[config.mk]
export PLATFORM = sky130hd
export DESIGN_NAME = viterbi_decision_unit_flat
export DESIGN_NICKNAME = d
export VERILOG_FILES = /design/src/rtl/viterbi_decision_unit_if.sv /design/src/rtl/viterbi_decision_unit.sv /design/src/flat_wrapper.sv
export SDC_FILE = /design/constraint.sdc
export NUM_CORES = 1
export LEC_CHECK = 0
export ABC_AREA = 1
export CELL_PAD_IN_SITES_DETAIL_PLACEMENT = 1
export CELL_PAD_IN_SITES_GLOBAL_PLACEMENT = 2
export CORE_ASPECT_RATIO = 1.5
export CORE_UTILIZATION = 29
export DETAILED_ROUTE_END_ITERATION = 10
export GPL_TIMING_DRIVEN = 0
export HOLD_SLACK_MARGIN = 0.15
export PLACE_DENSITY_LB_ADDON = 0.1
export SYNTH_ARGS = -nofsm -noshare
export SYNTH_HDL_FRONTEND = slang
export SYNTH_SLANG_ARGS = --single-unit
export TNS_END_PERCENT = 100
[constraint.sdc]
create_clock -name clk -period 5.8 [get_ports clk]
set_clock_uncertainty 0.15 [all_clocks]
set_input_delay 1.74 -clock clk [delete_from_list [all_inputs] [get_ports clk]]
set_output_delay 1.74 -clock clk [all_outputs]
set_load 0.01 [all_outputs]
[src/rtl/viterbi_decision_unit_if.sv]
// Handshake bundle between the ACS array, the decision unit and the bit sink.
// Optional best-metric signals exist only when BEST_METRIC_OUT_EN is defined.
interface viterbi_decision_unit_if #(
    parameter int path_width = 4,
    parameter int seq_width  = 10
);
    logic                  in_valid;
    logic [path_width-1:0] pmu00;
    logic [path_width-1:0] pmu01;
    logic [path_width-1:0] pmu10;
    logic [path_width-1:0] pmu11;
    logic [seq_width-1:0]  seq00;
    logic [seq_width-1:0]  seq01;
    logic [seq_width-1:0]  seq10;
    logic [seq_width-1:0]  seq11;
    logic                  busy;
    logic                  overrun;
    logic                  out_valid;
    logic                  out_ready;
    logic                  out_bit;
    logic                  frame_done;
`ifdef BEST_METRIC_OUT_EN
    logic [1:0]            best_state;
    logic [path_width-1:0] best_metric;
`endif

    modport master (
        output in_valid, pmu00, pmu01, pmu10, pmu11,
        output seq00, seq01, seq10, seq11, out_ready,
`ifdef BEST_METRIC_OUT_EN
        input  best_state, best_metric,
`endif
        input  busy, overrun, out_valid, out_bit, frame_done
    );

    modport slave (
        input  in_valid, pmu00, pmu01, pmu10, pmu11,
        input  seq00, seq01, seq10, seq11, out_ready,
`ifdef BEST_METRIC_OUT_EN
        output best_state, best_metric,
`endif
        output busy, overrun, out_valid, out_bit, frame_done
    );
endinterface

[src/rtl/viterbi_decision_unit.sv]
// Frame-end survivor selection and MSB-first serial output of the winner.
// Define BEST_METRIC_OUT_EN to expose the winning state and its metric.
module viterbi_decision_unit #(
    parameter int path_width = 4,
    parameter int seq_width  = 10,
    parameter int frame_len  = 10
) (
    input  logic clk,
    input  logic reset,
    viterbi_decision_unit_if.slave bus
);
    localparam int step_w = $clog2(frame_len + 1);
    localparam int idx_w  = $clog2(seq_width + 1);

    typedef enum logic [1:0] {COLLECT, SELECT, SHIFT} state_t;

    state_t                state, state_nxt;
    logic [step_w-1:0]     step_cnt;
    logic [idx_w-1:0]      bit_idx;
    logic [path_width-1:0] pm_q  [4];
    logic [seq_width-1:0]  seq_q [4];
    logic [seq_width-1:0]  shift_q;
    logic                  overrun_q;
    logic                  frame_done_q;
    logic                  step_last;
    logic                  accept;
    logic                  last_bit;
    logic [1:0]            win;
    logic [path_width-1:0] win_pm;

    assign step_last = (state == COLLECT) && bus.in_valid
                    && (step_cnt == step_w'(frame_len - 1));
    assign accept    = (state == SHIFT) && bus.out_ready;
    assign last_bit  = (bit_idx == idx_w'(seq_width - 1));

    // Strict less-than keeps the lowest index on ties.
    always_comb begin
        win    = 2'd0;
        win_pm = pm_q[0];
        for (int i = 1; i < 4; i++) begin
            if (pm_q[i] < win_pm) begin
                win    = 2'(i);
                win_pm = pm_q[i];
            end
        end
    end

    always_ff @(posedge clk or posedge reset) begin
        if (reset) state <= COLLECT;
        else       state <= state_nxt;
    end

    always_comb begin
        state_nxt = state;
        unique case (state)
            COLLECT: if (step_last) state_nxt = SELECT;
            SELECT:  state_nxt = SHIFT;
            SHIFT:   if (accept && last_bit) state_nxt = COLLECT;
            default: state_nxt = COLLECT;
        endcase
    end

    always_comb begin
        bus.busy       = (state != COLLECT);
        bus.out_valid  = (state == SHIFT);
        bus.out_bit    = (state == SHIFT) && shift_q[seq_width-1];
        bus.overrun    = overrun_q;
        bus.frame_done = frame_done_q;
    end

    always_ff @(posedge clk or posedge reset) begin
        if (reset) begin
            step_cnt     <= '0;
            bit_idx      <= '0;
            shift_q      <= '0;
            overrun_q    <= 1'b0;
            frame_done_q <= 1'b0;
            for (int i = 0; i < 4; i++) begin
                pm_q[i]  <= '0;
                seq_q[i] <= '0;
            end
        end else begin
            overrun_q    <= bus.in_valid && (state != COLLECT);
            frame_done_q <= accept && last_bit;
            if ((state == COLLECT) && bus.in_valid) begin
                step_cnt <= step_last ? '0 : step_cnt + 1'b1;
            end
            if (step_last) begin
                pm_q[0]  <= bus.pmu00;
                pm_q[1]  <= bus.pmu01;
                pm_q[2]  <= bus.pmu10;
                pm_q[3]  <= bus.pmu11;
                seq_q[0] <= bus.seq00;
                seq_q[1] <= bus.seq01;
                seq_q[2] <= bus.seq10;
                seq_q[3] <= bus.seq11;
            end
            if (state == SELECT) begin
                shift_q <= seq_q[win];
                bit_idx <= '0;
            end else if (accept) begin
                shift_q <= shift_q << 1;
                bit_idx <= bit_idx + 1'b1;
            end
        end
    end

`ifdef BEST_METRIC_OUT_EN
    logic [1:0]            best_state_q;
    logic [path_width-1:0] best_metric_q;

    always_ff @(posedge clk or posedge reset) begin
        if (reset) begin
            best_state_q  <= '0;
            best_metric_q <= '0;
        end else if (state == SELECT) begin
            best_state_q  <= win;
            best_metric_q <= win_pm;
        end
    end

    assign bus.best_state  = best_state_q;
    assign bus.best_metric = best_metric_q;
`endif
endmodule

[src/flat_wrapper.sv]
// flat-port wrapper written by rule: the top's interface ports become plain ports
module viterbi_decision_unit_flat 
#(
    parameter int path_width = 4,
    parameter int seq_width  = 10,
    parameter int frame_len  = 10
)
  (clk, reset, bus_in_valid, bus_pmu00, bus_pmu01, bus_pmu10, bus_pmu11, bus_seq00, bus_seq01, bus_seq10, bus_seq11, bus_out_ready, bus_busy, bus_overrun, bus_out_valid, bus_out_bit, bus_frame_done);
  viterbi_decision_unit_if #(.path_width(path_width), .seq_width(seq_width)) bus_i ();
  input  logic clk;
  input  logic reset;
  input wire logic [$bits(bus_i.in_valid)-1:0] bus_in_valid;
  input wire logic [$bits(bus_i.pmu00)-1:0] bus_pmu00;
  input wire logic [$bits(bus_i.pmu01)-1:0] bus_pmu01;
  input wire logic [$bits(bus_i.pmu10)-1:0] bus_pmu10;
  input wire logic [$bits(bus_i.pmu11)-1:0] bus_pmu11;
  input wire logic [$bits(bus_i.seq00)-1:0] bus_seq00;
  input wire logic [$bits(bus_i.seq01)-1:0] bus_seq01;
  input wire logic [$bits(bus_i.seq10)-1:0] bus_seq10;
  input wire logic [$bits(bus_i.seq11)-1:0] bus_seq11;
  input wire logic [$bits(bus_i.out_ready)-1:0] bus_out_ready;
  output wire logic [$bits(bus_i.busy)-1:0] bus_busy;
  output wire logic [$bits(bus_i.overrun)-1:0] bus_overrun;
  output wire logic [$bits(bus_i.out_valid)-1:0] bus_out_valid;
  output wire logic [$bits(bus_i.out_bit)-1:0] bus_out_bit;
  output wire logic [$bits(bus_i.frame_done)-1:0] bus_frame_done;
  assign bus_i.in_valid = bus_in_valid;
  assign bus_i.pmu00 = bus_pmu00;
  assign bus_i.pmu01 = bus_pmu01;
  assign bus_i.pmu10 = bus_pmu10;
  assign bus_i.pmu11 = bus_pmu11;
  assign bus_i.seq00 = bus_seq00;
  assign bus_i.seq01 = bus_seq01;
  assign bus_i.seq10 = bus_seq10;
  assign bus_i.seq11 = bus_seq11;
  assign bus_i.out_ready = bus_out_ready;
  assign bus_busy = bus_i.busy;
  assign bus_overrun = bus_i.overrun;
  assign bus_out_valid = bus_i.out_valid;
  assign bus_out_bit = bus_i.out_bit;
  assign bus_frame_done = bus_i.frame_done;
  viterbi_decision_unit #(.path_width(path_width), .seq_width(seq_width), .frame_len(frame_len)) u_core (.clk(clk), .reset(reset), .bus(bus_i));
endmodule
Word level (Yosys, flattened, before mapping)
Cells that the tools add are included.
Storage, ports and cells
  bits in registers: 78
  word-level logic and storage cells: 53
Operators by class
  add/subtract/negate cells: 2
  magnitude comparators: 4
  equality and inequality tests: 6
  mux-type cells: 16
  bitwise gates (word level): 1
  reductions and logical operators: 10
Operators with widths (count)
  10-bit 2-to-1 mux: 4
  10-bit binary-select mux with 2-bit select: 1
  4-bit 2-to-1 mux: 5
  4-bit less-than comparator: 3
  4-bit by 1-bit adder with 4-bit output (second input constant): 2
  4-bit equality test (second input constant): 2
  2-bit 2-to-1 mux: 4
  1-bit logical AND: 6
  2-bit case mux with 3 select lines: 1
  2-bit by 1-bit != test with 1-bit output (second input constant): 2
  2-bit nonzero test: 2
  3-bit greater-or-equal comparator (second input constant): 1
  2-bit inverter with 3-bit output: 1
  2-bit by 1-bit equality test with 1-bit output (second input constant): 1
  2-bit equality test (second input constant): 1
  2-bit logical NOT: 1
  2-bit AND reduction: 1
  1-bit 2-to-1 mux: 1

Depth between registers and ports, before layout
  depth in word-level cells: 11
  gate-level depth with buffers: 27

Worst setup path before layout
OpenSTA, ideal clock, no wires.
  path kind: register -> register
  from: register u_core.pm_q[11] (netlist name)
  to: register u_core.shift_q[1]
  data arrival time: 2878 ps
  required time: 5529 ps
  setup slack: 2651 ps
  cell stages (with the launch flop): 22
  period minus slack after synthesis: 3149 ps
  cell sequence: dfrtp_1 > ha_1 > nand2_1 > clkinv_1 > nand2_2 > nand2_4 > o21ai_0 > ha_1 > nand2_1 > nand2_1 > nand2_2 > nand2_4 > nand2_1 > o21ai_0 > ha_1 > a21oi_1 > clkbuf_1 > nand3_1 > nand3_1 > nand2_1 > nand2_1 > nand2_1
On the way
  cells in the longest elaborated chain, start to end: 11
  elaborated cells between the ends (all ways): 13
  classes of those cells: order compare (3); mux (9); bitwise (1)
Ends and longest elaborated chain
  from (decl): RTL line viterbi_decision_unit.sv:20  | logic [path_width-1:0] pm_q [4];
  4-bit less-than comparator: RTL line viterbi_decision_unit.sv:41  | if (pm_q[i] < win_pm) begin
  4-bit 2-to-1 mux: RTL line viterbi_decision_unit.sv:41
  4-bit less-than comparator: RTL line viterbi_decision_unit.sv:41
  4-bit 2-to-1 mux: RTL line viterbi_decision_unit.sv:41
  4-bit less-than comparator: RTL line viterbi_decision_unit.sv:41
  2-bit 2-to-1 mux (*): RTL line viterbi_decision_unit.sv:41
  2-bit inverter with 3-bit output (implied by the code) (*): RTL line viterbi_decision_unit.sv:99  | shift_q <= seq_q[win];
  10-bit binary-select mux with 2-bit select (*): RTL line viterbi_decision_unit.sv:99
  10-bit 2-to-1 mux (implied by the code) (*) (2 in series): RTL line viterbi_decision_unit.sv:99
  10-bit 2-to-1 mux (*): RTL line viterbi_decision_unit.sv:98  | if (state == SELECT) begin
  to (signal assigned): RTL line viterbi_decision_unit.sv:99
  to (signal assigned): RTL line viterbi_decision_unit.sv:102  | shift_q <= shift_q << 1;
  to (decl): RTL line viterbi_decision_unit.sv:22  | logic [seq_width-1:0] shift_q;
Mark *: on every way between the ends. The rest lies on a longest branch, timed or not. The select of a mux whose other input is x is not followed.
A chain may end at the register's enable or synchronous reset.

Worst setup path after layout
  from: input bus_in_valid
  to: register u_core.seq_q[21] (netlist name)
On the way
  cells in the longest elaborated chain, start to end: 2
Ends and longest elaborated chain
  from (decl): RTL line flat_wrapper.sv:12  | input wire logic [$bits(bus_i.in_valid)-1:0] bus_in_valid;
  1-bit logical AND: RTL line viterbi_decision_unit.sv:31  | assign step_last = (state == COLLECT) && bus.in_valid
  1-bit logical AND: RTL line viterbi_decision_unit.sv:32  | && (step_cnt == step_w'(frame_len - 1));
  to (decl): RTL line viterbi_decision_unit.sv:21  | logic [seq_width-1:0] seq_q [4];
Every way passes these cells.

==> impl_metrics.env <==
export IMPL_status="completed"
export IMPL_ys_warnings_count=0
export IMPL_slew_violations=0
export IMPL_setup_viol=0
export IMPL_cts_buffers=9
export IMPL_finalSetupTns_ps=0
export IMPL_clock_latency_ps=330
export IMPL_yosys_register_bits=78
export IMPL_grt_overflow=0
export IMPL_report_final_hold_viol_count=0
export IMPL_crit_path_cell_trace="clkdlybuf4s50_1 > inv_1 > nor2_1 > nand4_1 > inv_1 > buf_2 > buf_2 > nand2_1 > o21ai_0"
export IMPL_final_util_pct=39.0
export IMPL_critPathSlowestCell="clkdlybuf4s50_1"
export IMPL_grt_usage_pct=17.7
export IMPL_max_cap_violations=0
export IMPL_required_ps=5900
export IMPL_slew_headroom_pct=62.2
export IMPL_post_drt_wl_per_cell_um=15.3
export IMPL_antenna_found_initial=0
export IMPL_drive_gt1_share_pct=9.09
export IMPL_peakVddDrop_v=0.000351
export IMPL_ys_seq_area_share_pct=49.7
export IMPL_drc=0
export IMPL_cts_root_buf="clkbuf_16"
export IMPL_start_kind="input port"
export IMPL_ys_top_cells_by_area="dfrtp_1 (50%), nand2_1 (16%), inv_1 (6.0%)"
export IMPL_reg2reg_depth=21
export IMPL_drt_wl_total_um=11200
export IMPL_start_util_pct=30.0
export IMPL_rsz0062_at_grt="false"
export IMPL_cts_tree="done"
export IMPL_crit_fanout=10
export IMPL_netlist_area_um2=3930
export IMPL_cts_sinks=78
export IMPL_clkSlewWorstSetupHoldPaths_ps=60
export IMPL_worst_pin_slew_ps=568
export IMPL_io_buffer_count=64
export IMPL_die_h_um=144
export IMPL_power_leakage_uw=0.00257
export IMPL_path_class="in2reg"
export IMPL_place_gp_congestion=0.817
export IMPL_final_nets=644
export IMPL_finalCritPeriodShare_pct=70.2
export IMPL_core_area_um2=13100
export IMPL_grt_pass1_wl_um=18900
export IMPL_synth_cell_types=27
export IMPL_firstDrtPassIters=4
export IMPL_netlist_area_leader_share_pct=49.7
export IMPL_critPathMaxStageDelay_ps=450
export IMPL_cts_htree_levels=3
export IMPL_holdBufCountCts=0
export IMPL_num_antenna_cells=0
export IMPL_die_area_um2=14000
export IMPL_grt_start_max_net_pins=41
export IMPL_synth_fp_nets=568
export IMPL_fp_dieW_um=97.0
export IMPL_synth_area_leader_cell="dfrtp_1"
export IMPL_hpwl_um=8590
export IMPL_setup_worst_path_end_class="register"
export IMPL_initialDrtViolationCount=97
export IMPL_min_period_ps=4070
export IMPL_vias=3360
export IMPL_row_count=51
export IMPL_syn_inst=493
export IMPL_hold_class="reg2reg"
export IMPL_cts_resized=0
export IMPL_path_delay_family="buffers and inverters"
export IMPL_crit_buf_inv=5
export IMPL_cts_buffer_depth=2
export IMPL_io_pins=65
export IMPL_ant_nets=0
export IMPL_first_global_vias=3654
export IMPL_area_delta_synth_final_pct=29.9
export IMPL_worstPathArrival_ps=4170
export IMPL_post_cts_buffers=0
export IMPL_path_depth=9
export IMPL_power_density_nw_per_um2=585
export IMPL_routed_via_density=4.60
export IMPL_max_clock_freq_mhz=246
export IMPL_avgSynthCellArea_um2=7.96
export IMPL_holdPathStages=2
-- where the power goes --
part	leakage, uW	internal, uW	switching (uW)
registers	0.000903	759	96.8
logic	0.00152	540	982
clock network	0.000150	383	221
-- area by class of cell --
class | instances | area [um2]
sequential | 78 | 1950
multi-input combinational | 329 | 1620
clock inverter | 4 | 72.6
clock buffer | 10 | 239
tap | 159 | 199
buffer | 20 | 103
inverter | 66 | 250
fill | 1578 | 7980
timing repair buffer | 65 | 661
-- cell usage in the layout (no fill, tap or decap), types with 5 or more instances in the layout --
| cell type | instances |
|---|---|
| nor2_2 | 10 |
| dfrtp_1 | 78 |
| clkdlybuf4s50_1 | 64 |
| a22oi_1 | 5 |
| nand3_1 | 38 |
| inv_1 | 62 |
| ha_1 | 15 |
| nor2_1 | 18 |
| buf_2 | 7 |
| nand2_1 | 168 |
| clkbuf_16 | 9 |
| o21ai_0 | 47 |
| nand2_2 | 6 |
| a21oi_1 | 6 |
| clkbuf_1 | 9 |
-- path summary, 6_finish.rpt --
| path | from | to | slack, ps |
|---|---|---|---|
| setup / recovery | bus_in_valid | u_core.seq_q[21] | 1730 |
| hold / removal | u_core.seq_q[30] | u_core.seq_q[30] | 340 |
| setup reg to reg | u_core.pm_q[11] | u_core.shift_q[2] | 1920 |
| hold reg to reg | u_core.seq_q[30] | u_core.seq_q[30] | 340 |
| max in group asynchronous | reset | u_core.bit_idx[1] | 3240 |
| min in group asynchronous | reset | u_core.pm_q[4] | 1650 |
-- logic make-up after synthesis --
logic type	synth area share, %
AO/OA/AOI/OAI	9.18
adder cells (fa/ha/maj)	4.78
buffers and inverters	8.93
flip-flops	49.7
multiplexers	0.255
AND/OR/NAND/NOR	27.1
-- registers in the layout (all words and copies together) (netlist names) --
name	cells
u_core.bit_idx	4
u_core.seq_q	40
u_core.shift_q	10
u_core.bus.frame_done	1
u_core.state	2
u_core.bus.overrun	1
u_core.pm_q	16
u_core.step_cnt	4
-- routing by layer --
metal  vias to the layer above  wire [um]  GRT usage (%)
li1                       1682          -              -
met1                      1629       4690           20.2
met2                        41       6040           33.1
met3                         8        260           3.09
met4                         0        174           5.81
met5                         -          0              0
-- Yosys cell counts --
| cell | number |
|---|---|
| dfrtp_1 | 78 |
| clkinv_1 | 1 |
| o21ai_0 | 47 |
| mux2i_1 | 1 |
| nand3_2 | 2 |
| o21a_1 | 1 |
| o22ai_1 | 3 |
| nor3_1 | 1 |
| buf_6 | 1 |
| nor2_2 | 10 |
| nand4_1 | 1 |
| a21oi_4 | 1 |
| inv_2 | 2 |
| a22oi_1 | 5 |
| inv_1 | 63 |
| a211oi_1 | 1 |
| a21boi_0 | 1 |
| ha_1 | 15 |
| nor2_1 | 18 |
| nand2_2 | 6 |
| nand3_1 | 38 |
| nand2_4 | 4 |
| nand2_1 | 168 |
| clkbuf_1 | 9 |
| a21oi_1 | 6 |
| buf_2 | 7 |
| buf_4 | 3 |
-- through the flow --
| step | instance area, um2 | hold WS, ps | worst slack [ps] | cells | power [uW] |
|---|---|---|---|---|---|
| 6_report | 5100 | 336 | 1730 | 731 | 2980 |
| 5_1_grt | 5100 | 355 | 1500 | 731 | 3290 |
| 4_1_cts | 5100 | 333 | 1720 | 731 | 3050 |
| 3_5_place_dp | 4790 | 320 | 1370 | 717 | 2420 |
| 3_3_place_gp | 4760 | 315 | 397 | 716 | 2390 |
| 2_1_floorplan | 3930 | 284 | 1910 | 493 | 1940 |
-- worst min-delay path, cell delays in order, from the launching register on --
cell and delay [ps]:
dfrtp_1 340, nand2_1 60, nand2_1 50
Note: power is estimated with default switching activity, not from simulation.
==> RTL edit 1 (same settings) <==
`frame_len` is set to 10 in 2 places; all go to 12.
--- a/src/rtl/viterbi_decision_unit.sv
+++ b/src/rtl/viterbi_decision_unit.sv
@@ -3,7 +3,7 @@
 module viterbi_decision_unit #(
     parameter int path_width = 4,
     parameter int seq_width  = 10,
-    parameter int frame_len  = 10
+    parameter int frame_len  = 12
 ) (
     input  logic clk,
     input  logic reset,
--- a/src/flat_wrapper.sv
+++ b/src/flat_wrapper.sv
@@ -3,7 +3,7 @@
 #(
     parameter int path_width = 4,
     parameter int seq_width  = 10,
-    parameter int frame_len  = 10
+    parameter int frame_len  = 12
 )
   (clk, reset, bus_in_valid, bus_pmu00, bus_pmu01, bus_pmu10, bus_pmu11, bus_seq00, bus_seq01, bus_seq10, bus_seq11, bus_out_ready, bus_busy, bus_overrun, bus_out_valid, bus_out_bit, bus_frame_done);
   viterbi_decision_unit_if #(.path_width(path_width), .seq_width(seq_width)) bus_i ();
Formal check against the unedited RTL: same outputs for any inputs over 10 cycles, from zero or initial values and one cycle with reset high; that may be too few to reach the edited logic, so the function may still have changed.
==> RTL edit 1 against the original RTL <==
  * Sequential cell count is the same
  * Highest routed layer unchanged
  * Non-clock buffer count is the same
  * Total power up 19%
  * Worst setup slack better by 0.22 ns
  * Routed wire length decreased by 4.7%
  * Synthesized area down 0.38%
  * First-iteration DRC count decreased by 4.1%
  * Final area rose by 0.32%
  * Largest cell class unchanged
==> RTL edit 1: results (changes against the original RTL) <==
- Status: finished clean
- Largest register FFs: 40 (unchanged)
- Static Leak: 2.579 nW (+0.35%)
- Largest net degree at the start of global routing: 46 (+12%)
- Initial drt markers: 93 (-4.1%)
- Global Route Usage Sum: 16.37% (-1.3 points)
- GP Congestion: 0.7533 (-7.8%)
- CTS resizes: 0 (unchanged)
- Synth warn: 0 (unchanged)
- Cts bufs inserted: 9 (unchanged)
- Pre-Repair DR Iteration Count: 4 (unchanged)
- Synth cell types: 25 (-7.4%)
- Ant diodes: 0 (unchanged)
- Clock Tree Root: clkbuf_16
- CP Max Fanout: 10 (unchanged)
- Max incr delay on CP: 0.46 ns
- Slowest CP cell: clkdlybuf4s50_1
- Number of global-route vias before repair: 3,565 (-2.4%)
- Clk slew on worst S/H paths: 0.06 ns (about the same)
- Multiplexer share of the synthesized area: 0.2560% (+0.00098 points)
- Ys async rst share: 100.0% (unchanged)
- Worst slack at placement: 1.522 ns (+0.1526 ns)
- Primary FF master, synth: dfrtp_1
- Post-CTS setup buffer count: 0 (unchanged)
- Post-Synth XOR/XNOR Area: 0% (unchanged)
- Syn Nets: 567 (-0.18%)
- H-tree Lvls: 3 (unchanged)
- Hold_ws: 0.3138 ns (-0.02264 ns)
- DR WL/cell: 14.53 um (-4.9%)
- Synth area leaders: dfrtp_1, nand2_1, o21ai_0, inv_1, nand3_1
- Worst reg-to-reg setup slack: 2.08 ns (+0.16 ns)
- Sequential area share after synthesis: 49.92% (+0.19 points)
- Compound-gate portion of the synthesized area: 9.152% (-0.029 points)
- Top flop regs: u_core.seq_q x40, u_core.pm_q x16, u_core.shift_q x10
- Peak VDD IR: 428.9 uV (+22%)
- Clk_lat worst skew: 0.34 ns
- Synth Area in Adders: 4.480% (-0.30 points)
- Worst min path class: register to register
- Setup ws final: 1.948 ns (+0.2202 ns)
- Least-Margin Pin Slew: 0.5169 ns (-0.05066 ns)
- Vias per cell: 4.568 (-0.63%)
- Clock Tree Buf Depth: 2 (unchanged)
- IO buf count: 64 (unchanged)
- First-pass GRT wire length: 17,700 um (-6.3%)
- Fraction of layout cells with a size suffix above 1: 9.582% (+0.49 points)
- Post-synth top cells: nand2_1, dfrtp_1, inv_1
- WP data arrival: 3.90 ns (-0.27 ns)
- HPWL Detailed: 8292 um (-3.5%)
- Fin nets: 643 (-0.16%)
==> RTL edit 1: cell types whose count changed after synthesis, sizes merged <==
| cell | unedited run | this run |
|---|---|---|
| a211oi | 1 | 0 |
| nand4 | 1 | 0 |
| nand3 | 40 | 39 |
| a21oi | 7 | 8 |
| nand2 | 178 | 180 |
| ha | 15 | 14 |
| inv | 65 | 66 |
==> RTL edit 1: cell families after synthesis <==
group           count (synthesis)
mux                             1
compound gates                 65
fa+ha+maj                      14
simple gates                  248
buf+inv                        87
flops                          78
==> RTL edit 1: final cells by class <==
cell class,count,area (um2)
fill,1592,7966
clock buffer,13,270.3
multi-input combinational,328,1604
buffer,20,102.6
sequential,78,1952
inverter,67,254.0
timing repair buffer,65,668.1
tap,159,198.9
clock inverter,3,65.06
==> RTL edit 1: through the flow <==
stage	instances	util, %	power [W]	instance area (um2)
final	733	39.10	0.003549	5115
after global routing	733	39.10	0.003889	5115
after CTS	733	39.10	0.003638	5115
after detailed placement	717	36.54	0.002979	4780
after global placement	716	36.31	0.002961	4750
after floorplan	493	-	0.002298	3910
==> RTL edit 1: where the power goes <==
part | leakage [nW] | switching, W | internal (W)
Combinational | 1.52 | 0.00138 | 0.000717
Clock | 0.166 | 0.000222 | 0.000412
Sequential | 0.891 | 0.0000919 | 0.000727
==> RTL edit 1: worst max-delay path: cells and delay by family <==
kind,cells,cell delay [ns]
buffers and inverters,4,1.16
AOI/OAI and AO/OA,1,0.14
and+or+nand+nor,3,0.85
==> RTL edit 1: worst paths after layout <==
kind | start | cells past startpoint | end
worst max-delay path | bus_in_valid | 8 | u_core.seq_q[29]
worst min-delay path | u_core.step_cnt[3] | 1 | u_core.step_cnt[3]
worst max register to register | u_core.pm_q[11] | 21 | u_core.shift_q[9]
worst min register to register | u_core.step_cnt[3] | 1 | u_core.step_cnt[3]
max in group asynchronous | reset | 3 | u_core.seq_q[20]
min in group asynchronous | reset | 2 | u_core.bus.overrun
==> RTL edit 1: metal layers <==
metal / up-vias / GRT usage, % / wire length [um]
met5: - / 0 / 0
met4: 0 / 5.577 / 149
met3: 13 / 3.480 / 269
met2: 42 / 30.36 / 5766
met1: 1611 / 18.56 / 4464
li1: 1682 / - / -
==> RTL edit 2 (config.mk and constraints unchanged) <==
Without the edit above. The 3 states of `state_t` get a one-hot encoding in 3 bits.
--- a/src/rtl/viterbi_decision_unit.sv
+++ b/src/rtl/viterbi_decision_unit.sv
@@ -12,7 +12,7 @@
     localparam int step_w = $clog2(frame_len + 1);
     localparam int idx_w  = $clog2(seq_width + 1);
 
-    typedef enum logic [1:0] {COLLECT, SELECT, SHIFT} state_t;
+    typedef enum logic [2:0] {COLLECT = 3'b001, SELECT = 3'b010, SHIFT = 3'b100} state_t;
 
     state_t                state, state_nxt;
     logic [step_w-1:0]     step_cnt;
Behaviour: no difference found for any inputs over 10 cycles, from zero or initial values and one cycle with reset high; not proved beyond that.
==> RTL edit 2 against the original RTL <==
  * The run now ends with design-rule violations left
  * Global-route usage decreased by 0.76 points
  * Cell count increased by 4.0%
  * Largest power group unchanged
  * Final area increased by 2.6%
  * Synthesized area increased by 2.5%
  * Count of clock-buffer cells in the layout increased by 3
  * Worst setup slack improved by 0.32 ns
  * Critical endpoint is now u_core.shift_q[9]
  * Via count increased by 3.5%
  * Total power increased by 7.3%
  * Sequential share of layout area decreased by 0.46 points
  * Core utilization decreased by 0.33 points
  * Routed wire length decreased by 0.58%
  * Sequential cell count increased by 1
  * First-iteration DRC count decreased by 52%
==> RTL edit 2: results (changes against the original RTL) <==
- Final period util: 64.62% (-5.6 points)
- Max incr delay on CP: 0.43 ns (-0.02 ns)
- Sequential area share after synthesis: 49.19% (-0.54 points)
- Final wirelength: 11,110 um (-0.58%)
- Global Route Usage Sum: 16.92% (-0.76 points)
- Largest net degree at the start of global routing: 49 (+20%)
- Net load switching power: 0.001410 W (+8.5%)
- Worst Setup SP: u_core.pm_q[11]
- Syn Nets: 592 (+4.2%)
- Clock group: 0.000644 W (+6.6%)
- Fillers: 1,661 (+5.3%)
- GP Congestion: 0.7433 (-9.0%)
- Fin nets: 668 (+3.7%)
- Clk slew on worst S/H paths: 0.06 ns (about the same)
- Cts bufs inserted: 9 (unchanged)
- Slowest CP cell: clkbuf_1
- R2r endpoint: u_core.shift_q[9]
- Initial drt markers: 47 (-52%)
- Synth area leaders: dfrtp_1, nand2_1, inv_1, o21ai_0, nand3_1
- IO buf count: 64 (unchanged)
- Vias per cell: 4.578 (-0.41%)
- Status: finished, violations left
- Pwr dens: 612.1 nW/um2 (+4.6%)
- Fraction of layout cells with a size suffix above 1: 8.361% (-0.73 points)
- Peak VDD IR: 260.0 uV (-26%)
- Worst rel slew slack: 53.96% (-8.2 points)
- Static Leak: 2.576 nW (+0.22%)
- Hold path startpoint: u_core.pm_q[2]
- Hold EP: u_core.pm_q[2]
- Number of global-route vias before repair: 3,653 (-0.027%)
- Worst reg-to-reg setup slack: 2.05 ns (+0.13 ns)
- Synth cell types: 29 (+7.4%)
- Power in combinational cells: 0.00168 W (+11%)
- Failing checks: design-rule violations
- Setup CP Type: register to register
- Number of remaining DRC errors: 4 (+4)
- HPWL Detailed: 8552 um (-0.46%)
- Worst slack at placement: 1.729 ns (+0.3594 ns)
- First-pass GRT wire length: 18,750 um (-0.66%)
[RTL edit 2: cell types whose count changed after synthesis, sizes merged, moves of 4 or more]
cell    unedited run  this run
a22oi              5         0
nand2            178       186
nor2              28        34
inv               65        70
clkbuf             9        13
a21oi              7        13
[RTL edit 2: per-layer routing]
| metal | global-route usage (%) | wire [um] |
|---|---|---|
| met1 | 19.72 | 4575 |
| met2 | 30.99 | 6118 |
| met3 | 2.968 | 273 |
| met4 | 5.597 | 138 |
| met5 | 0 | 0 |
[RTL edit 2: logic make-up (layout without fill, tap and decap cells)]
| logic type | count (synthesis) | count (layout) | share of synthesized area [%] |
|---|---|---|---|
| and+or+nand+nor | 265 | 265 | 28.25 |
| AOI/OAI and AO/OA | 65 | 65 | 8.650 |
| DFF | 79 | 79 | 49.19 |
| buffers and inverters | 93 | 174 | 9.241 |
| adders and majority gates | 15 | 15 | 4.667 |
[RTL edit 2: per-stage QoR]
step,instance area (um2),hold WS [ns],std cells
floorplan,4021,0.2844,517
global placement,4865,0.3080,743
detailed placement,4895,0.3170,744
CTS,5230,0.3330,760
global route,5230,0.3545,760
finish,5230,0.3339,760
[RTL edit 2: worst max-delay path, delay by kind of cell, from the launching register on]
family	cells	cell delay [ns]
buffers and inverters	2	0.50
adder cells (fa/ha/maj)	3	0.83
AO/OA/AOI/OAI	3	0.61
AND/OR/NAND/NOR	13	1.13
flip-flops	1	0.40
[RTL edit 2: layout make-up]
type	instances	area, um2	share of cell area (%)
sequential	79	1978	37.82
multi-input combinational	345	1672	31.96
timing repair buffer	65	668.1	12.78
clock buffer	13	270.3	5.167
inverter	71	269.0	5.144
tap	162	202.7	3.876
buffer	22	105.1	2.010
clock inverter	3	65.06	1.244
